==> config.mk <==
export PLATFORM = sky130hd
export DESIGN_NAME = rs_pulse_driver_flat
export DESIGN_NICKNAME = d
export VERILOG_FILES = /design/src/rtl/rs_pulse_driver_pkg.sv /design/src/rtl/rs_pulse_driver_if.sv /design/src/rtl/rs_pulse_driver_chk.sv /design/src/rtl/rs_pulse_driver_debounce_ch.sv /design/src/rtl/rs_pulse_driver.sv /design/src/flat_wrapper.sv
export SDC_FILE = /design/constraint.sdc
export NUM_CORES = 1
export LEC_CHECK = 0
export CAP_MARGIN = 20
export CORE_MARGIN = 4
export CORE_UTILIZATION = 56
export CTS_CLUSTER_SIZE = 40
export DETAILED_ROUTE_END_ITERATION = 6
export PLACE_DENSITY = 0.81
export SLEW_MARGIN = 20
export SYNTH_ARGS = -nofsm -noshare
export SYNTH_HDL_FRONTEND = slang
export SYNTH_HIERARCHICAL = 1
export SYNTH_SLANG_ARGS = --single-unit
==> constraint.sdc <==
create_clock -name clk -period 2 [get_ports clk]
set_input_delay 0.4 -clock clk [delete_from_list [all_inputs] [get_ports clk]]
set_output_delay 0.4 -clock clk [all_outputs]
set_load 0.01 [all_outputs]
==> src/rtl/rs_pulse_driver_pkg.sv <==
// Shared types for the RS pulse driver: per-channel FSM states, default parameter
// values and the set/reset conflict resolver.
package rs_pulse_driver_pkg;

  typedef enum logic [2:0] {
    IDLE = 3'd0,
    ARM  = 3'd1,
    FIRE = 3'd2,
    HELD = 3'd3,
    REL  = 3'd4
  } ch_state_e;

  localparam int DEFAULT_DEBOUNCE_CYCLES = 16;
  localparam int DEFAULT_CNT_W           = 16;
  localparam int DEFAULT_REPEAT_CYCLES   = 1000;

  typedef struct packed {
    logic s;
    logic r;
    logic conflict;
  } rs_out_t;

  // Simultaneous set and reset requests cancel each other and raise conflict instead.
  function automatic rs_out_t resolve_fire(input logic fire_s, input logic fire_r);
    rs_out_t o;
    o.s        = fire_s & ~fire_r;
    o.r        = fire_r & ~fire_s;
    o.conflict = fire_s & fire_r;
    return o;
  endfunction

  function automatic int max_int(input int a, input int b);
    int m;
    if (a > b) begin
      m = a;
    end else begin
      m = b;
    end
    return m;
  endfunction

endpackage

==> src/rtl/rs_pulse_driver_if.sv <==
// Button inputs and RS-side outputs of the pulse driver, bundled with producer/consumer views.
interface rs_pulse_driver_if;

  logic btn_s;
  logic btn_r;
  logic s;
  logic r;
  logic conflict;
  logic held;

  modport master (
    output btn_s,
    output btn_r,
    input  s,
    input  r,
    input  conflict,
    input  held
  );

  modport slave (
    input  btn_s,
    input  btn_r,
    output s,
    output r,
    output conflict,
    output held
  );

endinterface

==> src/rtl/rs_pulse_driver_chk.sv <==
// Protocol checker for the RS-facing outputs: set and reset never overlap, and at most
// one of s, r, conflict is raised in any cycle.
module rs_pulse_driver_chk (
  input logic clk,
  input logic rst,
  input logic s,
  input logic r,
  input logic conflict
);

  a_no_set_and_reset: assert property (@(posedge clk) disable iff (rst) !(s && r));

  a_outputs_exclusive: assert property (@(posedge clk) disable iff (rst) $onehot0({s, r, conflict}));

endmodule

==> src/rtl/rs_pulse_driver_debounce_ch.sv <==
// One button channel: 2-flop synchroniser, debounce/repeat FSM and saturating counter.
// Auto-repeat in HELD is built only when RS_PULSE_DRIVER_AUTOREPEAT_EN is defined.
module rs_debounce_ch
  import rs_pulse_driver_pkg::*;
#(
  parameter int DEBOUNCE_CYCLES = DEFAULT_DEBOUNCE_CYCLES,
  parameter int CNT_W           = DEFAULT_CNT_W,
  parameter int REPEAT_CYCLES   = DEFAULT_REPEAT_CYCLES
) (
  input  logic clk,
  input  logic rst,
  input  logic btn,
  output logic fire,
  output logic down
);

  localparam int CNT_NEED = max_int(DEBOUNCE_CYCLES, REPEAT_CYCLES);

  if (DEBOUNCE_CYCLES < 2 || CNT_W < $clog2(CNT_NEED + 1)) begin : g_bad_cfg
    $error("rs_debounce_ch: need DEBOUNCE_CYCLES >= 2 and CNT_W wide enough for max(DEBOUNCE_CYCLES, REPEAT_CYCLES)");
  end

  localparam logic [CNT_W-1:0] CNT_ZERO = {CNT_W{1'b0}};
  localparam logic [CNT_W-1:0] CNT_MAX  = {CNT_W{1'b1}};
  localparam logic [CNT_W-1:0] CNT_ONE  = CNT_W'(1);
  localparam logic [CNT_W-1:0] DEB_LAST = CNT_W'(DEBOUNCE_CYCLES - 1);
`ifdef RS_PULSE_DRIVER_AUTOREPEAT_EN
  localparam logic [CNT_W-1:0] REP_LAST = CNT_W'(REPEAT_CYCLES - 1);
`endif

  logic             sync1_q, sync1_d;
  logic             sync2_q, sync2_d;
  ch_state_e        state_q, state_d;
  logic [CNT_W-1:0] cnt_q, cnt_d;
  logic [CNT_W-1:0] cnt_inc;

  always_comb begin
    sync1_d = btn;
    sync2_d = sync1_q;
    if (cnt_q == CNT_MAX) begin
      cnt_inc = cnt_q;
    end else begin
      cnt_inc = cnt_q + CNT_ONE;
    end
  end

  // The debounce exit fires on the edge where the incremented count would hit the
  // last stable sample, so a press needs exactly DEBOUNCE_CYCLES high samples.
  always_comb begin
    state_d = state_q;
    cnt_d   = cnt_q;
    case (state_q)
      IDLE: begin
        cnt_d = CNT_ZERO;
        if (sync2_q) begin
          state_d = ARM;
        end else begin
          state_d = IDLE;
        end
      end
      ARM: begin
        if (!sync2_q) begin
          state_d = IDLE;
          cnt_d   = CNT_ZERO;
        end else if (cnt_inc == DEB_LAST) begin
          state_d = FIRE;
          cnt_d   = CNT_ZERO;
        end else begin
          state_d = ARM;
          cnt_d   = cnt_inc;
        end
      end
      FIRE: begin
        state_d = HELD;
        cnt_d   = CNT_ZERO;
      end
      HELD: begin
        if (!sync2_q) begin
          state_d = REL;
          cnt_d   = CNT_ZERO;
`ifdef RS_PULSE_DRIVER_AUTOREPEAT_EN
        end else if (cnt_q == REP_LAST) begin
          state_d = FIRE;
          cnt_d   = CNT_ZERO;
        end else begin
          state_d = HELD;
          cnt_d   = cnt_inc;
        end
`else
        end else begin
          state_d = HELD;
          cnt_d   = CNT_ZERO;
        end
`endif
      end
      REL: begin
        if (sync2_q) begin
          state_d = HELD;
          cnt_d   = CNT_ZERO;
        end else if (cnt_inc == DEB_LAST) begin
          state_d = IDLE;
          cnt_d   = CNT_ZERO;
        end else begin
          state_d = REL;
          cnt_d   = cnt_inc;
        end
      end
      default: begin
        state_d = IDLE;
        cnt_d   = CNT_ZERO;
      end
    endcase
  end

  always_ff @(posedge clk or posedge rst) begin
    if (rst) begin
      sync1_q <= 1'b0;
      sync2_q <= 1'b0;
      state_q <= IDLE;
      cnt_q   <= CNT_ZERO;
    end else begin
      sync1_q <= sync1_d;
      sync2_q <= sync2_d;
      state_q <= state_d;
      cnt_q   <= cnt_d;
    end
  end

  assign fire = (state_q == FIRE);
  assign down = (state_q == HELD) || (state_q == REL);

endmodule

==> src/rtl/rs_pulse_driver.sv <==
// Top of the RS pulse driver: two debounce channels, conflict resolver and output registers.
// Optional auto-repeat while held is enabled by defining RS_PULSE_DRIVER_AUTOREPEAT_EN.
module rs_pulse_driver
  import rs_pulse_driver_pkg::*;
#(
  parameter int DEBOUNCE_CYCLES = DEFAULT_DEBOUNCE_CYCLES,
  parameter int CNT_W           = DEFAULT_CNT_W,
  parameter int REPEAT_CYCLES   = DEFAULT_REPEAT_CYCLES
) (
  input logic              clk,
  input logic              rst,
  rs_pulse_driver_if.slave bus
);

  logic    fire_s, fire_r;
  logic    down_s, down_r;
  rs_out_t out_q, out_d;
  logic    held_q, held_d;

  rs_debounce_ch #(
    .DEBOUNCE_CYCLES (DEBOUNCE_CYCLES),
    .CNT_W           (CNT_W),
    .REPEAT_CYCLES   (REPEAT_CYCLES)
  ) u_ch_s (
    .clk  (clk),
    .rst  (rst),
    .btn  (bus.btn_s),
    .fire (fire_s),
    .down (down_s)
  );

  rs_debounce_ch #(
    .DEBOUNCE_CYCLES (DEBOUNCE_CYCLES),
    .CNT_W           (CNT_W),
    .REPEAT_CYCLES   (REPEAT_CYCLES)
  ) u_ch_r (
    .clk  (clk),
    .rst  (rst),
    .btn  (bus.btn_r),
    .fire (fire_r),
    .down (down_r)
  );

  always_comb begin
    out_d  = resolve_fire(fire_s, fire_r);
    held_d = down_s | down_r;
  end

  always_ff @(posedge clk or posedge rst) begin
    if (rst) begin
      out_q  <= '{s: 1'b0, r: 1'b0, conflict: 1'b0};
      held_q <= 1'b0;
    end else begin
      out_q  <= out_d;
      held_q <= held_d;
    end
  end

  assign bus.s        = out_q.s;
  assign bus.r        = out_q.r;
  assign bus.conflict = out_q.conflict;
  assign bus.held     = held_q;

  rs_pulse_driver_chk u_chk (
    .clk      (clk),
    .rst      (rst),
    .s        (out_q.s),
    .r        (out_q.r),
    .conflict (out_q.conflict)
  );

endmodule

==> src/flat_wrapper.sv <==
// flat-port wrapper written by rule: the top's interface ports become plain ports
module rs_pulse_driver_flat import rs_pulse_driver_pkg::*;
#(
  parameter int DEBOUNCE_CYCLES = DEFAULT_DEBOUNCE_CYCLES,
  parameter int CNT_W           = DEFAULT_CNT_W,
  parameter int REPEAT_CYCLES   = DEFAULT_REPEAT_CYCLES
)
  (clk, rst, bus_btn_s, bus_btn_r, bus_s, bus_r, bus_conflict, bus_held);
  rs_pulse_driver_if bus_i ();
  input logic clk;
  input logic rst;
  input wire logic [$bits(bus_i.btn_s)-1:0] bus_btn_s;
  input wire logic [$bits(bus_i.btn_r)-1:0] bus_btn_r;
  output wire logic [$bits(bus_i.s)-1:0] bus_s;
  output wire logic [$bits(bus_i.r)-1:0] bus_r;
  output wire logic [$bits(bus_i.conflict)-1:0] bus_conflict;
  output wire logic [$bits(bus_i.held)-1:0] bus_held;
  assign bus_i.btn_s = bus_btn_s;
  assign bus_i.btn_r = bus_btn_r;
  assign bus_s = bus_i.s;
  assign bus_r = bus_i.r;
  assign bus_conflict = bus_i.conflict;
  assign bus_held = bus_i.held;
  rs_pulse_driver #(.DEBOUNCE_CYCLES(DEBOUNCE_CYCLES), .CNT_W(CNT_W), .REPEAT_CYCLES(REPEAT_CYCLES)) u_core (.clk(clk), .rst(rst), .bus(bus_i));
endmodule
==> results_dict.tcl, run 1 <==
set metrics [dict create \
    num_vias 2665 \
    ys_seq_elements 46 \
    outcome "complete, but fails checks" \
    drv_cap 0 \
    violations "negative setup slack" \
    setup_viol 2 \
    synthesis.area_sq_um 2850 \
    clockRootBuffer "clkbuf_8" \
    area_delta_synth_final_pct 21.7 \
    final_hold_viol_count 0 \
    power_density_nw_per_um2 472 \
    overflow 0 \
    clkSinkCount 46 \
    synth.yosys.warnings 6 \
    rrSetupSlack_ns -0.04 \
    holdCritPathClass "input pin to async pin" \
    ant_nets 0 \
    cts_tree "built" \
    grt_setup_unrepaired "true" \
    hold_buffers 0 \
    multi_input_area_sq_um 1730 \
    grt_pass1_wl_um 11300 \
    ys_seq_area_frac 0.404 \
    fmax_ghz 0.490 \
    synth_edf_count 0 \
    critPathKind "register to register" \
    skew_ns 0.00958 \
    synthMuxAreaShare 0.0141 \
    met3_wirelength_um 317 \
    r2r-start "u_core/u_ch_r/cnt_q[1]" \
    post_dp_cell_area_sq_um 3170 \
    place_hpwl_um 4990 \
    critPathArrivalTime_ns 2.24 \
    start_util 0.591 \
    wl_met2_um 3640 \
    fin_ws_ns -0.0420 \
    n_fill_cell 376 \
    finalCriticalPeriod_ns 2.04 \
    clk_pin_slew_ns 0.09 \
    clk-insertion-delay-late_ns 0.30 \
    grt_pass1_vias 2458 \
    firstDrtPassIters 5 \
    finalSetupTns_ns -0.0733 \
    core_area_sq_um 4820 \
    finalCritPeriodShare 1.02 \
    drt_wl_total_um 7190 \
    maxSlewViolCount 0 \
    cp_max_fo 8 \
    io_pins 8 \
    grt_util_all_layers 0.226 \
    maxUsedRoutingLayer "met4" \
    numCtsBuffers 5 \
    nNetsFinal 365 \
    viasPerCell 6.24 \
    htree_levels 2 \
    synth.net_count 323 \
    postSynthCellCount 317 \
    drtIter0Drc 249 \
    clock_path_buffers 2 \
    drc 0 \
    numPortBuffers 7 \
    synthXorXnorAreaFrac 0.0431 \
    gp_congestion 0.929 \
    dominantRegCellSynth "dfrtp_1" \
    grt_antenna_before_repair 0 \
    synth-simple-area-share 0.328 \
    synthAdderAreaFrac 0.00879 \
    rows 25 \
    slew_headroom 0.749 \
    syn_avg_cell_area_sq_um 8.98 \
    routedWlPerCell_um 16.8 \
    peakVddDrop_mv 0.318 \
    grt_max_degree 22 \
    m1WireLength_um 3020 \
    cp_data_required_time_ns 2.19 \
    synth_top_area_frac 0.404 \
    p_leak_nw 1.47 \
    layout-drive-gt1-share 0.272 \
    startpoint_type "register" \
    post-route-cell-area_sq_um 3470 \
    synth_top_family_by_area "simple AND/OR/NAND/NOR gates" \
    yosysTopAreaCell "dfrtp_1" \
    synth_compound_area_frac 0.154 \
    hold-worst-slack_ns 0.300 \
    critPathCaptureType "register" \
    tightest_slew_ns 0.374 \
    yosysUniqueCellTypes 44 \
    die_h_um 79.3 \
    synth_area_leaders "dfrtp_1 40%, nor2_1 5.5%, a21oi_1 4.2%" \
    final-seq-area_sq_um 1160 \
    antennaDiodeCount 0 \
    async_reset_ff_frac 1.00 \
    die_x_um 79.3 \
    cp-startpoint "u_core/u_ch_r/cnt_q[1]" \
    die_area_sq_um 6290 \
]
report_power, final:
group / internal (mW) / switching [mW]
Clock: 0.250 / 0.324
Sequential: 0.942 / 0.0110
Combinational: 0.0421 / 0.0668
registers in the layout, summed over array words and instances, names as in the netlist:
signal                 count
u_core/u_ch_r/cnt_q       16
u_core/u_ch_s/sync1_q      1
u_core/u_ch_s/state_q      3
u_core/u_ch_r/sync2_q      1
u_core/bus.held            1
u_core/u_ch_s/cnt_q       16
u_core/u_ch_s/sync2_q      1
u_core/u_ch_r/state_q      3
u_core/u_ch_r/sync1_q      1
u_core/bus.conflict        1
u_core/bus.s               1
u_core/bus.r               1
layout make-up:
cell class | count | share of cell area
timing repair buffer | 50 | 0.114
inverter | 3 | 0.00325
clock buffer | 5 | 0.0199
tap | 67 | 0.0242
multi-input combinational | 253 | 0.498
clock inverter | 3 | 0.00686
sequential | 46 | 0.334
path summary, 6_finish.rpt:
kind | to | cells past startpoint
setup / recovery | u_core/u_ch_r/state_q[0] | 8
hold / removal | u_core/u_ch_r/sync1_q | 2
setup reg to reg | u_core/u_ch_r/state_q[0] | 8
hold reg to reg | u_core/u_ch_s/sync2_q | 0
max in group asynchronous | u_core/u_ch_r/cnt_q[2] | 3
min in group clk | u_core/u_ch_s/sync2_q | 0
timing repair:
| action | CTS | global route |
|---|---|---|
| cloned | 0 | 1 |
| endpoints found under the setup margin | 2 | 14 |
| resized for setup | 1 | 34 |
| buffers inserted | 0 | 4 |
| pin swaps | 2 | 16 |
| hold endpoints to repair | 0 | 0 |
placed cells by master (no fill, tap or decap), types with 3 or more instances in the layout:
cell type        instances
o21ai_2                  3
dfrtp_1                 42
nand2_1                 30
and4_1                   8
clkbuf_8                 5
a211oi_1                 4
a31oi_1                  3
nor3_1                   4
o21ai_0                 10
and2_1                   4
inv_1                    3
buf_4                   42
a21oi_1                 22
and4_4                   4
dfrtp_2                  4
and3_1                   8
nor2b_1                  8
clkdlybuf4s50_1          7
mux2i_1                  4
o21ai_1                  3
xnor2_1                 10
nand3_1                 15
nor2_1                  38
o211ai_1                 6
a41oi_1                  4
nand4_4                  4
nor2_2                   4
nand4_1                 12
xor2_1                   4
critical path, stage by stage (launching register included):
cell     delay, ns
dfrtp_1       0.40
ha_2          0.20
and4_4        0.18
and3_4        0.16
or3_4         0.33
a22oi_2       0.24
nand4_4       0.17
o21ai_2       0.18
nand2_1       0.08
synthesized netlist by cell type (6+ instances only):
| cell | instances |
|---|---|
| dfrtp_1 | 46 |
| nor2_1 | 42 |
| nand2_1 | 30 |
| a21oi_1 | 24 |
| nand3_1 | 16 |
| nand4_1 | 12 |
| and3_1 | 10 |
| o21ai_0 | 10 |
| xnor2_1 | 10 |
| nor2b_1 | 9 |
| and4_1 | 8 |
| a31oi_1 | 6 |
| buf_6 | 6 |
| o211ai_1 | 6 |
| o21ai_1 | 6 |
layer usage:
layer	vias up	track usage
met4	0	0.0842
met5	-	0
met2	98	0.390
met3	24	0.0329
li1	1252	-
met1	1291	0.288
cells by family after synthesis:
family	Yosys count
and+or+nand+nor	164
AOI/OAI and AO/OA	68
DFF	46
buffers and inverters	19
xor gates and xnor gates	14
muxes	4
adders and majority gates	2
metrics by stage:
step / power (mW) / cells / setup WS [ns] / utilization
finish: 1.63 / 427 / -0.0420 / 0.719
global route: 1.71 / 427 / -0.124 / 0.719
CTS: 1.64 / 422 / -0.0125 / 0.678
detailed placement: 1.07 / 414 / -0.0312 / 0.658
global placement: 1.07 / 414 / 0.0550 / 0.658
floorplan: 1.03 / 317 / 0.0239 / -
Note: power is estimated with default switching activity, not from simulation.
==> run 2, diff against run 1 <==
==> constraint.sdc (replaced) <==
create_clock -name clk -period 1.8 [get_ports clk]
set_input_delay 0.36 -clock clk [delete_from_list [all_inputs] [get_ports clk]]
set_output_delay 0.36 -clock clk [all_outputs]
set_load 0.01 [all_outputs]
==> run 2 against run 1 <==
Against the previous run:
- the flow still finishes with violations (negative setup slack)
- critical endpoint is now u_core/u_ch_s/cnt_q[2]
- non-clock buffer count is 44 higher
- first-iteration DRC count is 17% lower
- clock-buffer cell count is 1 higher
- clock power is 12% higher
- critical path depth stayed put
- largest power group unchanged
- sequential cell count stayed put
==> results_dict.tcl, run 2 (synthesized netlist as in run 1, its figures left out) <==
set metrics [dict create \
    outcome "complete, but fails checks" \
    violations "negative setup slack" \
    mostFrequentLayoutCell "buf_4" \
    layout-drive-gt1-share 0.347 \
    area_delta_synth_final_pct 34.6 \
    grt_pass1_vias 2948 \
    critPathCaptureType "register" \
    numCtsBuffers 5 \
    core_area_sq_um 4820 \
    critPathArrivalTime_ns 2.20 \
    peakVddDrop_mv 0.470 \
    routedWlPerCell_um 18.5 \
    grt_max_degree 22 \
    switching_power_mw 0.463 \
    maxSlewViolCount 0 \
    setup_viol 15 \
    crit_family "simple AND/OR/NAND/NOR gates" \
    ant_nets 0 \
    final_cell_mix "81 x buf_4, 46 x dfrtp_1, 39 x nor2_1, 29 x nand2_1, 20 x a21oi_1" \
    grt_antenna_before_repair 0 \
    skew_ns 0.0140 \
    start_util 0.591 \
    hold_buffers 0 \
    finalCriticalPeriod_ns 2.01 \
    pwr-share-comb 0.072 \
    pwr-share-clk 0.349 \
    io_pins 8 \
    num_vias 2971 \
    max_stage_delay_ns 0.43 \
    startpoint_type "register" \
    tightest_slew_ns 0.466 \
    clock_path_buffers 2 \
    htree_levels 2 \
    rr_worst_depth 8 \
    die_h_um 79.3 \
    cp_max_fo 5 \
    drc 0 \
    cp.depth 8 \
    cp_num_buf_inv 0 \
    gp_congestion 0.931 \
    switching_share 0.252 \
    numPortBuffers 7 \
    grt_setup_unrepaired "true" \
    overflow 0 \
    final_hold_viol_count 0 \
    fmax_ghz 0.497 \
    holdCritPathClass "input pin to async pin" \
    clk-insertion-delay-late_ns 0.31 \
    die_x_um 79.3 \
    clockRootBuffer "clkbuf_8" \
    critPathKind "register to register" \
    instances_no_fill 470 \
    seqPwrFrac 0.579 \
    p_leak_nw 1.68 \
    cp_slowest_cell "dfrtp_1" \
    slew_headroom 0.689 \
    grt_util_all_layers 0.280 \
    antennaDiodeCount 0 \
    finalCritPeriodShare 1.12 \
    cp_data_required_time_ns 1.99 \
    drt_wl_total_um 8720 \
    nNetsFinal 408 \
    drtIter0Drc 207 \
    fin_ws_ns -0.211 \
    viasPerCell 6.32 \
    dp.cells 458 \
    cts_tree "built" \
    clk_pin_slew_ns 0.08 \
    place_hpwl_um 5600 \
    grt_pass1_wl_um 13800 \
    crit_chain "ha_4, and4_4, a21oi_1, nor2_1, a2111oi_4, nand4_4, nand2b_4, nor2_4" \
    drv_cap 0 \
    die_area_sq_um 6290 \
    firstDrtPassIters 5 \
    rows 25 \
    hold-worst-slack_ns 0.257 \
    clkSinkCount 46 \
    intPower_mw 1.37 \
    power_density_nw_per_um2 479 \
    reg_top3 "u_core/u_ch_r/cnt_q (16), u_core/u_ch_s/cnt_q (16)" \
]
==> run 2: cell types whose count changed in the layout (fill, tap and decap cells not counted), sizes merged <==
cell,delta
and4,-1
clkinv,+2
buf,+44
clkinvlp,-2
clkbuf,+1
inv,-1
==> run 2: area by class of cell <==
class                      count  area [sq um]
clock buffer                   6          72.6
clock inverter                 2          13.8
fill                         291           985
inverter                       3          11.3
multi-input combinational    252          1750
sequential                    46          1150
tap                           67          83.8
timing repair buffer          94           754
==> run 2: final timing paths <==
check	start	endpoint	slack (ns)
max	u_core/u_ch_s/cnt_q[1]	u_core/u_ch_s/cnt_q[2]	-0.21
min	rst	u_core/u_ch_r/sync1_q	0.26
max reg2reg	u_core/u_ch_s/cnt_q[1]	u_core/u_ch_s/cnt_q[2]	-0.21
min reg2reg	u_core/u_ch_r/sync1_q	u_core/u_ch_r/sync2_q	0.35
max in group asynchronous	rst	u_core/u_ch_r/cnt_q[9]	1.09
min in group clk	u_core/u_ch_r/sync1_q	u_core/u_ch_r/sync2_q	0.35
==> run 2: power by group through the flow <==
stage	clock network, mW	logic (mW)	registers, mW
2_1_floorplan	0	0.0675	1.08
3_3_place_gp	0	0.116	1.08
3_5_place_dp	0	0.119	1.08
4_1_cts	0.651	0.120	1.06
5_1_grt	0.710	0.141	1.06
6_report	0.641	0.132	1.06
==> run 2: worst reg2reg max path: cells and delay by family (launching register included) <==
family / cells / cell delay [ns]
AND/OR/NAND/NOR: 5 / 0.68
AO/OA/AOI/OAI: 2 / 0.61
flip-flops: 1 / 0.43
adder cells (fa/ha/maj): 1 / 0.18
==> run 2: layer usage <==
layer / vias up / part of all wire / track usage
li1: 1339 / - / -
met5: - / 0 / 0
met3: 48 / 0.051 / 0.0454
met2: 140 / 0.51 / 0.503
met1: 1444 / 0.40 / 0.334
met4: 0 / 0.043 / 0.108
==> run 2: what timing repair did <==
action / 4_1_cts / 5_1_grt
pin swaps: 8 / 11
resized for setup: 13 / 21
setup buffers: 3 / 1
endpoints found under the setup margin: 14 / 17
gates cloned: 0 / 0
==> run 2: per-stage QoR <==
stage / cell area [sq um] / util / power (mW) / setup WS [ns] / setup TNS, ns
4_1_cts: 3740 / 0.777 / 1.83 / -0.140 / -1.45
2_1_floorplan: 2900 / - / 1.15 / -0.0749 / -0.621
3_3_place_gp: 3560 / 0.739 / 1.20 / -0.110 / -0.914
5_1_grt: 3830 / 0.796 / 1.91 / -0.294 / -3.51
6_report: 3830 / 0.796 / 1.83 / -0.211 / -2.35
3_5_place_dp: 3560 / 0.739 / 1.20 / -0.176 / -1.92
==> RTL edit 1, RTL diff (flow settings as in run 1) <==
Set the package constant `DEFAULT_DEBOUNCE_CYCLES` to 32 (it was 16).
--- a/src/rtl/rs_pulse_driver_pkg.sv
+++ b/src/rtl/rs_pulse_driver_pkg.sv
@@ -10,7 +10,7 @@
     REL  = 3'd4
   } ch_state_e;
 
-  localparam int DEFAULT_DEBOUNCE_CYCLES = 16;
+  localparam int DEFAULT_DEBOUNCE_CYCLES = 32;
   localparam int DEFAULT_CNT_W           = 16;
   localparam int DEFAULT_REPEAT_CYCLES   = 1000;
 
Function: same outputs for any inputs over 10 cycles, from zero or initial values and one cycle with rst high; that may be too few to reach the edited logic, so the function may still have changed.
==> RTL edit 1 against run 1 <==
Clock skew rose by 0.016 ns. Sequential share of layout area down 6.5 points. Wire length up 65%. Die area is 2.0% higher. Sequential cell count stayed put. Power grew 5.3%. Count of clock-buffer cells in the layout stayed put. Final cell count rose by 9.8%. Worst setup slack worse by 0.32 ns. Design area increased by 25%. Worst hold slack better by 0.061 ns. Largest cell class unchanged. Largest power group unchanged. The flow finishes with violations (DRC, setup timing). Area after synthesis grew 2.2%.
==> RTL edit 1: results (changes against run 1) <==
- Vias per cell: 6.77 (was 6.24)
- Post-route insts no fill: 469 (was 427)
- Final HPWL DP: 5.47 mm (was 4.99 mm)
- DRC viols: 2 (was 0)
- Post-synth cell types: 51 (was 44)
- Drt first pass iters: 7 (was 5)
- Post-Synth XOR/XNOR Area: 0.0482 (was 0.0431)
- Clock-pin transition on the worst setup and hold timing paths: 0.11 ns (was 0.09 ns)
- Failing checks: DRC, setup timing (was setup timing)
- Placed Cells: 430 (was 414)
- Worst VDD drop: 0.414 mV (was 0.318 mV)
- Worst Max-Slew Pin Slew: 0.765 ns (was 0.374 ns)
- Worst-Skew Late Latency: 0.32 ns (was 0.30 ns)
- Met2 GRT Util: 0.547 (was 0.390)
- M3 GR Usage: 0.0583 (was 0.0329)
- Setup violations, final: 18 (was 2)
- Reg2reg end: u_core/u_ch_r/state_q[1] (was u_core/u_ch_r/state_q[0])
- Synth area leaders: dfrtp_1 40%, mux2i_1 5.5%, nor2_1 3.6%, nor3_1 3.1%, nand2_1 3.1% (was dfrtp_1 40%, nor2_1 5.5%, a21oi_1 4.2%, nand2_1 4.0%, xnor2_1 3.1%)
- WHS: 0.361 ns (was 0.300 ns)
- Seq pwr share: 0.557 (was 0.583)
- M1 wire length: 3.80 mm (was 3.02 mm)
- Outcome: finished, violations left (unchanged)
- Routed wl met3: 880 um (was 317 um)
- Sequential share of the synthesized area: 0.396 (was 0.404)
- Nets: 407 (was 365)
- Critical Path Fanout Max: 5 (was 8)
- Final setup margin: -0.361 ns (was -0.0420 ns)
-- RTL edit 1: cell count changes in the layout (fill, tap and decap cells not counted), moves of 7 or more --
cell | run 1 | this run
buf_4 | 42 | 90
a21oi_1 | 22 | 10
nor2_1 | 38 | 27
nand4_1 | 12 | 2
nor3_2 | 0 | 10
dfrtp_1 | 42 | 33
dfrtp_2 | 4 | 13
nand2_1 | 30 | 21
buf_6 | 1 | 9
mux2i_1 | 4 | 12
nand3_1 | 15 | 8
-- RTL edit 1: worst max path at each step --
stage / endpoint / depth (start not counted) / slack, ns / startpoint
after floorplan: u_core/u_ch_r/state_q[1] / 7 / -0.17 / u_core/u_ch_r/cnt_q[1]
after global placement: u_core/u_ch_r/state_q[0] / 8 / -0.18 / u_core/u_ch_r/cnt_q[0]
after detailed placement: u_core/u_ch_s/state_q[1] / 7 / -0.25 / u_core/u_ch_s/cnt_q[0]
after CTS: u_core/u_ch_s/state_q[1] / 7 / -0.14 / u_core/u_ch_s/cnt_q[0]
after global routing: u_core/u_ch_s/state_q[0] / 10 / -0.37 / u_core/u_ch_s/cnt_q[1]
final: u_core/u_ch_r/state_q[1] / 8 / -0.36 / u_core/u_ch_r/cnt_q[1]
-- RTL edit 1: repair_timing --
action | in CTS | in global routing
hold endpoints to repair | 0 | 0
gates cloned | 0 | 0
setup endpoints to repair | 16 | 19
pin swaps | 22 | 33
buffers inserted | 14 | 20
gates resized for setup | 43 | 57
hold buffers | 0 | 0
-- RTL edit 1: layout make-up --
cell class,instances,share of cell area
inverters,9,0.00778
flip-flops and latches,46,0.269
well taps,67,0.0193
clock inverters,3,0.00547
repair buffers,107,0.200
clock buffers,5,0.0158
multi-input cells,232,0.483
==> RTL edit 2, RTL diff (config.mk and constraints of run 1) <==
Made on the original files. Encoding of `ch_state_e`: now one-hot (5 bits for 5 states).
--- a/src/rtl/rs_pulse_driver_pkg.sv
+++ b/src/rtl/rs_pulse_driver_pkg.sv
@@ -2,12 +2,12 @@
 // values and the set/reset conflict resolver.
 package rs_pulse_driver_pkg;
 
-  typedef enum logic [2:0] {
-    IDLE = 3'd0,
-    ARM  = 3'd1,
-    FIRE = 3'd2,
-    HELD = 3'd3,
-    REL  = 3'd4
+  typedef enum logic [4:0] {
+    IDLE = 5'b00001,
+    ARM  = 5'b00010,
+    FIRE = 5'b00100,
+    HELD = 5'b01000,
+    REL  = 5'b10000
   } ch_state_e;
 
   localparam int DEFAULT_DEBOUNCE_CYCLES = 16;
Formal check against the unedited RTL: no difference found for any inputs over 10 cycles, from zero or initial values and one cycle with rst high; not proved beyond that.
==> RTL edit 2 against run 1 <==
Design area rose by 20%. Final cell count rose by 14%. The flow still finishes with violations (setup timing). Clock skew grew 0.0022 ns. Worst setup slack got worse by 0.31 ns. Critical path depth grew 1. Via count increased by 30%. Critical path type unchanged. Die area rose by 3.9%. Sequential cell count grew 4. Area after synthesis up 4.4%. Wire length rose by 65%.
Power is not compared: it rests on default switching activity, and its combinational part moved more than twofold at a synthesized area within 25%.
==> RTL edit 2: results (changes against run 1) <==
- Setup violations, final: 21 (was 2)
- Synth area leaders: dfrtp_1 40%, xnor2_1 4.1%, nor3_1 4.0%, o21ai_0 3.4%, nand3_1 3.0% (was dfrtp_1 40%, nor2_1 5.5%, a21oi_1 4.2%, nand2_1 4.0%, xnor2_1 3.1%)
- Crit path DAT: 2.55 ns (was 2.24 ns)
- Comb_multi_in: 244 (was 253)
- Clock-pin transition on the worst setup and hold timing paths: 0.11 ns (was 0.09 ns)
- Flip-flop and latch area: 0.00127 sq mm (was 0.00116 sq mm)
- Vias per cell: 7.12 (was 6.24)
- NonClk Buf Share: 0.206 (was 0.114)
- FF+latch count, synth: 50 (was 46)
- Drt first-iter violations: 698 (was 249)
- Post-route insts no fill: 485 (was 427)
- Post-Synth XOR/XNOR Area: 0.0471 (was 0.0431)
- WHS: 0.331 ns (was 0.300 ns)
- Met2 WL: 5.29 mm (was 3.64 mm)
- Non-clk invs: 5 (was 3)
- Outcome: finished, violations left (unchanged)
- Wirelength per Cell: 24.5 um (was 16.8 um)
- Sequential share of the synthesized area: 0.422 (was 0.404)
- Met2 GRT Util: 0.539 (was 0.390)
- Total GRT Usage: 0.329 (was 0.226)
- GP Congestion: 0.998 (was 0.929)
- Vias in the first global route: 3148 (was 2458)
- Proportion of synthesized area in mux cells: 0.0269 (was 0.0141)
- Worst-Skew Late Latency: 0.32 ns (was 0.30 ns)
- M3 GR Usage: 0.0610 (was 0.0329)
- M1 wire length: 4.26 mm (was 3.02 mm)
- Largest incremental delay on the critical path: 0.43 ns (was 0.40 ns)
- Drt first pass iters: 6 (was 5)
- Bufs w/o clock: 108 (was 50)
- Worst Skew: 0.0118 ns (was 0.00958 ns)
- Top post-synthesis cells by count: 48 x dfrtp_1, 24 x nor2_1, 24 x nor3_1, 20 x nand2_1, 20 x o21ai_0 (was 46 x dfrtp_1, 42 x nor2_1, 30 x nand2_1, 24 x a21oi_1, 16 x nand3_1)
- Final setup margin: -0.349 ns (was -0.0420 ns)
- Routed wl met3: 1.59 mm (was 317 um)
- Nets: 420 (was 365)
- Failing checks: setup timing (unchanged)
- Reg2reg end: u_core/u_ch_r/cnt_q[0] (was u_core/u_ch_r/state_q[0])
- Synth Area in Adders: 0.00842 (was 0.00879)
- Setup TNS: -5.08 ns (was -0.0733 ns)
- Multi-input gate area: 0.00182 sq mm (was 0.00173 sq mm)
- Fill count: 261 (was 376)
- First-pass GRT wire length: 16.3 mm (was 11.3 mm)
- Launch point of the worst path: u_core/u_ch_r/cnt_q[10] (was u_core/u_ch_r/cnt_q[1])
- Placed Cells: 442 (was 414)
- # clk buffers: 5 (unchanged)
- Net Count, Synth: 329 (was 323)
- Worst Reg-to-Reg Cells: 9 (was 8)
- Syn_area_per_cell: 9.20 sq um (was 8.98 sq um)
- Critical Path Fanout Max: 4 (was 8)
- Share of layout cells above drive strength 1: 0.427 (was 0.272)
- Final HPWL DP: 5.40 mm (was 4.99 mm)
- Clock buf/inv share: 0.0270 (was 0.0267)
- Synth Area in Compound Gates: 0.136 (was 0.154)
- Largest net degree at the start of global routing: 24 (was 22)
==> RTL edit 2: timing repair <==
item	CTS	global route
endpoints found under the setup margin	16	21
pin swaps	16	11
gates resized for setup	29	32
endpoints found under the hold margin	0	0
gates cloned	0	0
buffers inserted	33	11
==> RTL edit 2: report_power, final <==
| part | switching [uW] | leakage, uW | total [uW] | internal [uW] |
|---|---|---|---|---|
| sequential | 107 | 0.000662 | 1180 | 1070 |
| clock | 401 | 0.0000585 | 777 | 376 |
| combinational | 208 | 0.00106 | 357 | 149 |
==> RTL edit 2: through the flow <==
step                      setup slack (ns)  area (sq um)
final                               -0.349          4170
after CTS                          -0.0846          4020
after detailed placement            -0.209          3530
after global placement              -0.101          3530
after floorplan                     -0.103          3040
after global routing                -0.473          4170
==> RTL edit 2: kinds of logic after synthesis <==
group	count (synthesis)
fa+ha+maj	2
buf+inv	29
mux	8
simple gates	154
flops	50
xor+xnor	16
compound gates	64
